===== src/rtl/cpu_pkg.sv =====
// Shared fetch-side constants and types for the pipelined MIPS core.
package cpu_pkg;

  typedef enum logic [1:0] {
    PCSRC_SEQ  = 2'b00,
    PCSRC_J    = 2'b01,
    PCSRC_JR   = 2'b10,
    PCSRC_RSVD = 2'b11
  } pcSrcE;

  localparam logic [31:0] NOP_INSTR          = 32'h0000_0000;
  localparam logic [31:0] DEFAULT_RESET_PC   = 32'h0000_0000;
  localparam logic [31:0] DEFAULT_EXC_VECTOR = 32'h8000_0004;

  typedef struct packed {
    logic [31:0] pc4;
    logic [31:0] instr;
    logic        valid;
  } ifIdT;

  // A squashed slot: nop with valid low, so ID ignores it.
  function automatic ifIdT ifIdBubble();
    ifIdT b;
    b.pc4   = 32'h0;
    b.instr = NOP_INSTR;
    b.valid = 1'b0;
    return b;
  endfunction

endpackage


===== src/rtl/next_pc_mux.sv =====
// Combinational next-PC priority selector: taken branch > stall > jump > jr > sequential.
module next_pc_mux
  import cpu_pkg::*;
(
  input  logic [31:0] pc,
  input  logic        stall,
  input  logic        idValid,
  input  logic [1:0]  idPcSrc,
  input  logic [31:0] jumpTarget,
  input  logic [31:0] jrTarget,
  input  logic        exBranch,
  input  logic        exBranchCond,
  input  logic [31:0] exBranchTarget,
  output logic [31:0] nextPc,
  output logic        ifIdLoad,
  output logic        ifIdBubble,
  output logic        flushIdEx
);

  logic  branchTaken;
  pcSrcE pcSrc;

  assign branchTaken = exBranch & exBranchCond;
  // A bubble in ID must never redirect, whatever the decoder drives.
  assign pcSrc = idValid ? pcSrcE'(idPcSrc) : PCSRC_SEQ;

  // NOTE: every output gets a default first so no path can infer a latch.
  always_comb begin
    nextPc     = pc + 32'd4;
    ifIdLoad   = 1'b1;
    ifIdBubble = 1'b0;
    flushIdEx  = 1'b0;

    if (branchTaken) begin
      // The branch is older than the stalled ID instruction, so it wins.
      nextPc     = exBranchTarget;
      ifIdBubble = 1'b1;
      flushIdEx  = 1'b1;
    end else if (stall) begin
      nextPc    = pc;
      ifIdLoad  = 1'b0;
      flushIdEx = 1'b1;
    end else begin
      unique case (pcSrc)
        PCSRC_J: begin
          nextPc     = jumpTarget;
          ifIdBubble = 1'b1;
        end
        PCSRC_JR: begin
          nextPc     = jrTarget;
          ifIdBubble = 1'b1;
        end
        default: ;
      endcase
    end
  end

endmodule


===== src/rtl/fetch_sequencer.sv =====
// PC register and IF/ID pipeline register with stall/flush/redirect handling.
// Optional misaligned-fetch trap enabled by defining FETCH_ALIGN_CHECK_EN.
module fetch_sequencer
  import cpu_pkg::*;
#(
  parameter logic [31:0] RESET_PC   = DEFAULT_RESET_PC,
  parameter logic [31:0] EXC_VECTOR = DEFAULT_EXC_VECTOR
) (
  input  logic        clk,
  input  logic        reset,
  input  logic        stall,
  input  logic [1:0]  id_pcsrc,
  input  logic [31:0] id_jump_target,
  input  logic [31:0] id_jr_target,
  input  logic        ex_branch,
  input  logic        ex_branch_cond,
  input  logic [31:0] ex_branch_target,
  input  logic [31:0] imem_instr,
  output logic [31:0] imem_addr,
  output logic [31:0] if_id_pc4,
  output logic [31:0] if_id_instr,
  output logic        if_id_valid,
  output logic        flush_id_ex,
  output logic        fetch_exc
);

  logic [31:0] pc;
  logic [31:0] pcPlus4;
  logic [31:0] nextPc;
  logic [31:0] pcLoadValue;
  logic        ifIdLoad;
  logic        ifIdBubbleSel;
  logic        excTake;
  ifIdT        ifId;

  assign pcPlus4 = pc + 32'd4;

  next_pc_mux uNextPcMux (
    .pc            (pc),
    .stall         (stall),
    .idValid       (ifId.valid),
    .idPcSrc       (id_pcsrc),
    .jumpTarget    (id_jump_target),
    .jrTarget      (id_jr_target),
    .exBranch      (ex_branch),
    .exBranchCond  (ex_branch_cond),
    .exBranchTarget(ex_branch_target),
    .nextPc        (nextPc),
    .ifIdLoad      (ifIdLoad),
    .ifIdBubble    (ifIdBubbleSel),
    .flushIdEx     (flush_id_ex)
  );

`ifdef FETCH_ALIGN_CHECK_EN
  // PC stays word-aligned, so only a redirect target can trip this.
  assign excTake     = |nextPc[1:0];
  assign pcLoadValue = excTake ? EXC_VECTOR : nextPc;
  assign imem_addr   = pc;

  logic fetchExcQ;
  always_ff @(posedge clk or negedge reset) begin
    if (!reset) fetchExcQ <= 1'b0;
    else        fetchExcQ <= excTake;
  end
  assign fetch_exc = fetchExcQ;
`else
  logic unusedExcVector;
  assign unusedExcVector = ^EXC_VECTOR;
  assign excTake         = 1'b0;
  assign pcLoadValue     = nextPc;
  assign imem_addr       = {pc[31:2], 2'b00};
  assign fetch_exc       = 1'b0;
`endif

  // NOTE: sequential state uses non-blocking assignments so every register samples pre-edge values.
  always_ff @(posedge clk or negedge reset) begin
    if (!reset) begin
      pc   <= RESET_PC;
      ifId <= ifIdBubble();
    end else begin
      pc <= pcLoadValue;
      if (ifIdLoad) begin
        if (ifIdBubbleSel || excTake) ifId <= ifIdBubble();
        else                          ifId <= '{pc4: pcPlus4, instr: imem_instr, valid: 1'b1};
      end
    end
  end

  assign if_id_pc4   = ifId.pc4;
  assign if_id_instr = ifId.instr;
  assign if_id_valid = ifId.valid;

endmodule


===== config.mk =====
export PLATFORM = sky130hd
export DESIGN_NAME = fetch_sequencer
export DESIGN_NICKNAME = d
export VERILOG_FILES = /design/src/rtl/cpu_pkg.sv /design/src/rtl/next_pc_mux.sv /design/src/rtl/fetch_sequencer.sv
export SDC_FILE = /design/constraint.sdc
export NUM_CORES = 1
export LEC_CHECK = 0
export BUFFER_PORTS_ARGS = -buffer_cell sky130_fd_sc_hd__buf_2
export CORE_MARGIN = 2
export CORE_UTILIZATION = 54
export CTS_CLUSTER_SIZE = 16
export DETAILED_ROUTE_END_ITERATION = 8
export PLACE_DENSITY_LB_ADDON = 0.1
export REMOVE_ABC_BUFFERS = 1
export SYNTH_ARGS = -nofsm -noshare
export SYNTH_HDL_FRONTEND = slang
export SYNTH_HIERARCHICAL = 1
export SYNTH_SLANG_ARGS = --single-unit

===== constraint.sdc =====
create_clock -name clk -period 6.3 [get_ports clk]
set_clock_uncertainty 0.05 [all_clocks]
set_input_delay 0 -clock clk [delete_from_list [all_inputs] [get_ports clk]]
set_output_delay 0 -clock clk [all_outputs]
set_load 0.01 [all_outputs]

# Word level (Yosys, flattened, before mapping)

Cells that the tools add are included.

Bits in registers: 97
Bits of input ports: 135
Output and inout bits: 99
Word-level logic and storage cells: 22

$add $sub $neg: 1
Equal/unequal tests: 3
Multiplexer cells: 12
Bitwise gates (word level): 1
Reductions and logical operators: 1

Operators with widths:

| kind                  | count |
|---|---|
| $mux 65               | 1 |
| $mux 32               | 2 |
| $pmux 32 s2           | 1 |
| $add 32x3->32 const B | 1 |
| $mux 1                | 7 |
| $eq 2x1->1 const B    | 1 |
| $eq 2x2->1 const B    | 1 |
| $mux 2                | 1 |
| $ne 2x1->1 const B    | 1 |
| $reduce_or 2->1       | 1 |
| $and 1x1->1           | 1 |

# Depth between registers and ports, before layout

Depth in word-level cells: 7
Mapped depth: 11

# By module

The synthesis kept the hierarchy.

By module, submodules not included:

| module          | times used | cells each | area an instance (um2) | seq. area each (um2) |
|---|---|---|---|---|
| fetch_sequencer | 1          | 420        | 4,411.7                | 2,427.3 |
| next_pc_mux     | 1          | 298        | 1,844.3                | 0.0 |

# Worst setup path before layout

OpenSTA, ideal clock, no wires.

Kind: register to register
Start point: register ifId, in the netlist if_id_valid
End point: register ifId, in the netlist if_id_pc4[31]
Library setup time: 136 ps
Arrival time: 2,739 ps
Data required time: 6,114 ps
Setup slack: 3,375 ps
Stages on the path, launching flop included: 12
Path buffers: 4
Clock period less this slack: 2,925 ps
Path through: dfrtp_1 and2_1 ha_1 clkbuf_1 clkbuf_1 o21ai_0 clkbuf_1 and2b_2 buf_6 nand2_1 o2bb2ai_1 or3b_2

Cells in the longest elaborated chain, start to end: 7
Elaborated cells on any way between the ends: 8
Classes of those cells: eq/ne: 2; mux: 5; reduce/logical: 1

RTL lines:

| what                                     | RTL line              | RTL |
|---|---|---|
| start, declared                          | fetch_sequencer.sv:34 | `ifIdT ifId;` |
| start signal, assigned                   | fetch_sequencer.sv:79 | `ifId <= ifIdBubble();` |
| start signal, assigned                   | fetch_sequencer.sv:83 | `if (ifIdBubbleSel \|\| excTake) ifId <= ifIdBubble();` |
| start signal, assigned                   | fetch_sequencer.sv:84 | `else ifId <= '{pc4: pcPlus4, instr: imem_instr, valid: 1'b1};` |
| $mux 2 (*)                               | next_pc_mux.sv:25     | `assign pcSrc = idValid ? pcSrcE'(idPcSrc) : PCSRC_SEQ;` |
| $eq 2x1->1 or $eq 2x2->1 (tied branches) | next_pc_mux.sv:44     | `unique case (pcSrc)` |
| $reduce_or 2->1 (no source line) (*)     | n/a                   |  |
| $mux 1 (*)                               | next_pc_mux.sv:44     |  |
| $mux 1 (*)                               | next_pc_mux.sv:39     | `end else if (stall) begin` |
| $mux 1 (*)                               | next_pc_mux.sv:34     | `if (branchTaken) begin` |
| via ifIdBubbleSel                        | fetch_sequencer.sv:32 | `logic ifIdBubbleSel;` |
| $mux 65 (*)                              | fetch_sequencer.sv:83 |  |

Mark *: on every way through the listed nets, which the timed path passes. The rest lies on a longest branch.
A chain may end at the register's enable or synchronous reset.

# Worst setup path in the final report

Same ends and word-level chain as after synthesis.

==> impl_metrics.yaml <==
status:
  status: "finished, final reports clean"
timing:
  timing.final.crit_share: 0.475
  finalSetupTns_ns: 0
  setup_violations: 0
  maxSlewViolCount: 0
  worst_slew_margin_rel: 0.109
  hold_viol_final: 0
  rsz0062_at_grt: "false"
  max_freq_mhz: 334
  min_period_ns: 2.99
  tightestPinTransition_ns: 1.34
  layout_setup_ws_ns: 3.31
critical_path:
  required_ns: 6.47
  crit_path_start_kind: "flop"
  crit_chain: "and2_1 -> ha_1 -> buf_4 -> o21ai_2 -> buf_4 -> and2b_2 -> nand2_1 -> o2bb2ai_1 -> or3b_2"
  path_max_fanout: 48
  max_stage_delay_ns: 0.45
  arrival_ns: 3.16
  cp_common_cell: "buf_4"
  cpMaxStageDelayCell: "and2b_2"
  critPathKind: "flop to flop"
  worstSetupEndpointType: "flop"
placed_design:
  gp_congestion: 0.881
  place_hpwl_mm: 12.9
  dp_slack_ns: 3.32
  numPortBuffers: 230
cells_and_area:
  diodes: 0
  area_growth_pct: 29.8
  layout-drive-gt1-share: 0.287
  nets: 1090
global_route:
  track_usage: 0.317
  grt_max_degree: 74
  grt_pass1_vias: 6443
  grt_pass1_wl_mm: 32.3
  antenna_found_initial: 0
  grt_overflow: 0
synthesis:
  netlist_area_sq_um: 6260
  avgSynthCellArea_sq_um: 8.71
  synth_top_area_frac: 0.388
  netlist_instances: 718
  postSynth.asyncResetShare: 1.00
  synth_cell_type_count: 69
  yosys-top-cells-area: "dfrtp_1 (39%), o21ai_0 (5.1%), nand3b_1 (4.6%), buf_4 (4.1%), nand2_1 (3.6%)"
  yosysWarnings: 6
  yosysSeqAreaShare: 0.388
  ys_ff_latch: 97
  ys.flop_type: "dfrtp_1"
  yosysTopAreaCell: "dfrtp_1"
  synth-edff-count: 0
cts:
  cts_sinks: 97
  cts_tree: "done"
  htreeDepth: 3
  cts-buffers-inserted: 9
  clk_latency_ns: 0.34
  max-clock-path-buffers: 2
  post_cts_buffers: 0
  cts.clk_slew.worst_paths_ns: 0.07
  cts-root-buf: "clkbuf_16"
route:
  first_iter_violations: 565
  postRouteAntennaNets: 0
  wl_mm: 19.9
  vias: 6555
  wl_per_cell_microns: 18.1
  dr.pass1.iters: 6
  vias_per_cell: 5.96
  drc: 0
die:
  core_area_sq_um: 11400
  die_h_microns: 112
  rows: 39
  die_w_microns: 112
  start_util: 0.550
  ios: 234
  die_area_sq_um: 12500
flow_run:
  max-cap-violations: 0
pwr:
  p_per_area_nw_per_um2: 263
  leakage_nw: 3.87
  peakVddDrop_mv: 0.134
worst_hold_path:
  min_path_type: "input pin to flop"
-- cell usage after synthesis (all sizes together), types with 12 or more instances --
cell and count:
a21oi 19, a22o 19, nand2 61, dfrtp 97, a221oi 21, nor2 37
nand3 42, buf 43, nor3 14, inv 49, nor4 16, clkbuf 40
o21ai 67, a221o 12, nand3b 38, nand4 16, xor2 13
-- registers in the layout (all words and copies together) (netlist names) --
name	flops
pc	32
if_id_pc4	32
if_id_valid	1
if_id_instr	32
-- stage by stage --
| stage | hold WS [ns] | utilization | cells | power [mW] | cell area [sq um] |
|---|---|---|---|---|---|
| detailed placement | -0.00466 | 0.632 | 1018 | 1.58 | 7190 |
| CTS | 0.0111 | 0.714 | 1099 | 2.13 | 8120 |
| global route | 0.0341 | 0.714 | 1099 | 2.26 | 8120 |
| finish | 0.0156 | 0.714 | 1099 | 2.14 | 8120 |
| floorplan | -0.346 | - | 636 | 1.26 | 5780 |
| global placement | -0.0187 | 0.632 | 1018 | 1.55 | 7190 |
-- area by class of cell --
cell class	count	area [sq um]
well taps	143	179
clock buffers	12	256
multi-input cells	490	3180
inverters	49	184
repair buffers	304	1870
clock inverters	4	26.3
flip-flops and latches	97	2430
fillers	896	3250
-- layout by cell type, fill, tap and decap left out, types with 11 or more instances in the layout --
cell / n
xnor2_1: 11
nand4_1: 14
nand2_1: 59
nor2_1: 37
xor2_1: 13
nand3_1: 41
a221o_1: 12
a22o_1: 19
o21ai_0: 63
buf_2: 229
nand3b_1: 38
dfrtp_1: 97
nor3_1: 14
nor4_1: 13
dlygate4sd3_1: 65
inv_1: 48
a221oi_1: 21
a21oi_1: 19
-- repair_timing --
action	in CTS	in global routing
hold buffers	65	0
endpoints found under the hold margin	106	0
resized for setup	0	0
-- power by group --
group / total [mW] / internal, mW / switching [mW]
sequential: 0.915 / 0.735 / 0.181
combinational: 0.694 / 0.317 / 0.378
clock: 0.529 / 0.290 / 0.239
total: 2.14 / 1.34 / 0.797
-- worst paths after layout --
| check | start | endpoint | slack [ns] | depth (start not counted) |
|---|---|---|---|---|
| min | id_jump_target[17] | pc[17]$_DFF_PN0_ | 0.02 | 4 |
| max reg2reg | if_id_valid$_DFFE_PN0P_ | if_id_pc4[31]$_DFFE_PN0P_ | 3.31 | 9 |
| min in group asynchronous | reset | if_id_instr[11]$_DFFE_PN0P_ | 0.15 | 2 |
| max in group asynchronous | reset | if_id_pc4[3]$_DFFE_PN0P_ | 4.92 | 3 |
| min reg2reg | if_id_pc4[14]$_DFFE_PN0P_ | if_id_pc4[14]$_DFFE_PN0P_ | 0.45 | 1 |
| max | if_id_valid$_DFFE_PN0P_ | if_id_pc4[31]$_DFFE_PN0P_ | 3.31 | 9 |
-- kinds of logic (layout without fill, tap and decap cells) --
logic type / Yosys count / in the layout / share of synthesized area
xor+xnor: 24 / 24 / 0.0336
fa+ha+maj: 4 / 4 / 0.00800
other cells: 1 / 3 / 0.000599
simple gates: 254 / 254 / 0.232
mux: 5 / 5 / 0.00900
compound gates: 200 / 200 / 0.222
buf+inv: 133 / 369 / 0.107
flops: 97 / 97 / 0.388
-- layer usage --
| metal | vias to the layer above | track usage | part of all wire |
|---|---|---|---|
| li1 | 3063 | - | - |
| met1 | 3161 | 0.431 | 0.43 |
| met2 | 301 | 0.534 | 0.50 |
| met3 | 30 | 0.0332 | 0.056 |
| met4 | 0 | 0.102 | 0.016 |
| met5 | - | 0 | 0 |
-- worst max-delay path, delay by kind of cell (launching register included) --
kind | cells | cell delay (ns)
adder cells (fa/ha/maj) | 1 | 0.29
AND/OR/NAND/NOR | 4 | 1.23
flip-flops | 1 | 0.40
buffers and inverters | 2 | 0.64
AO/OA/AOI/OAI | 2 | 0.24
(Power assumes the default switching activity.)
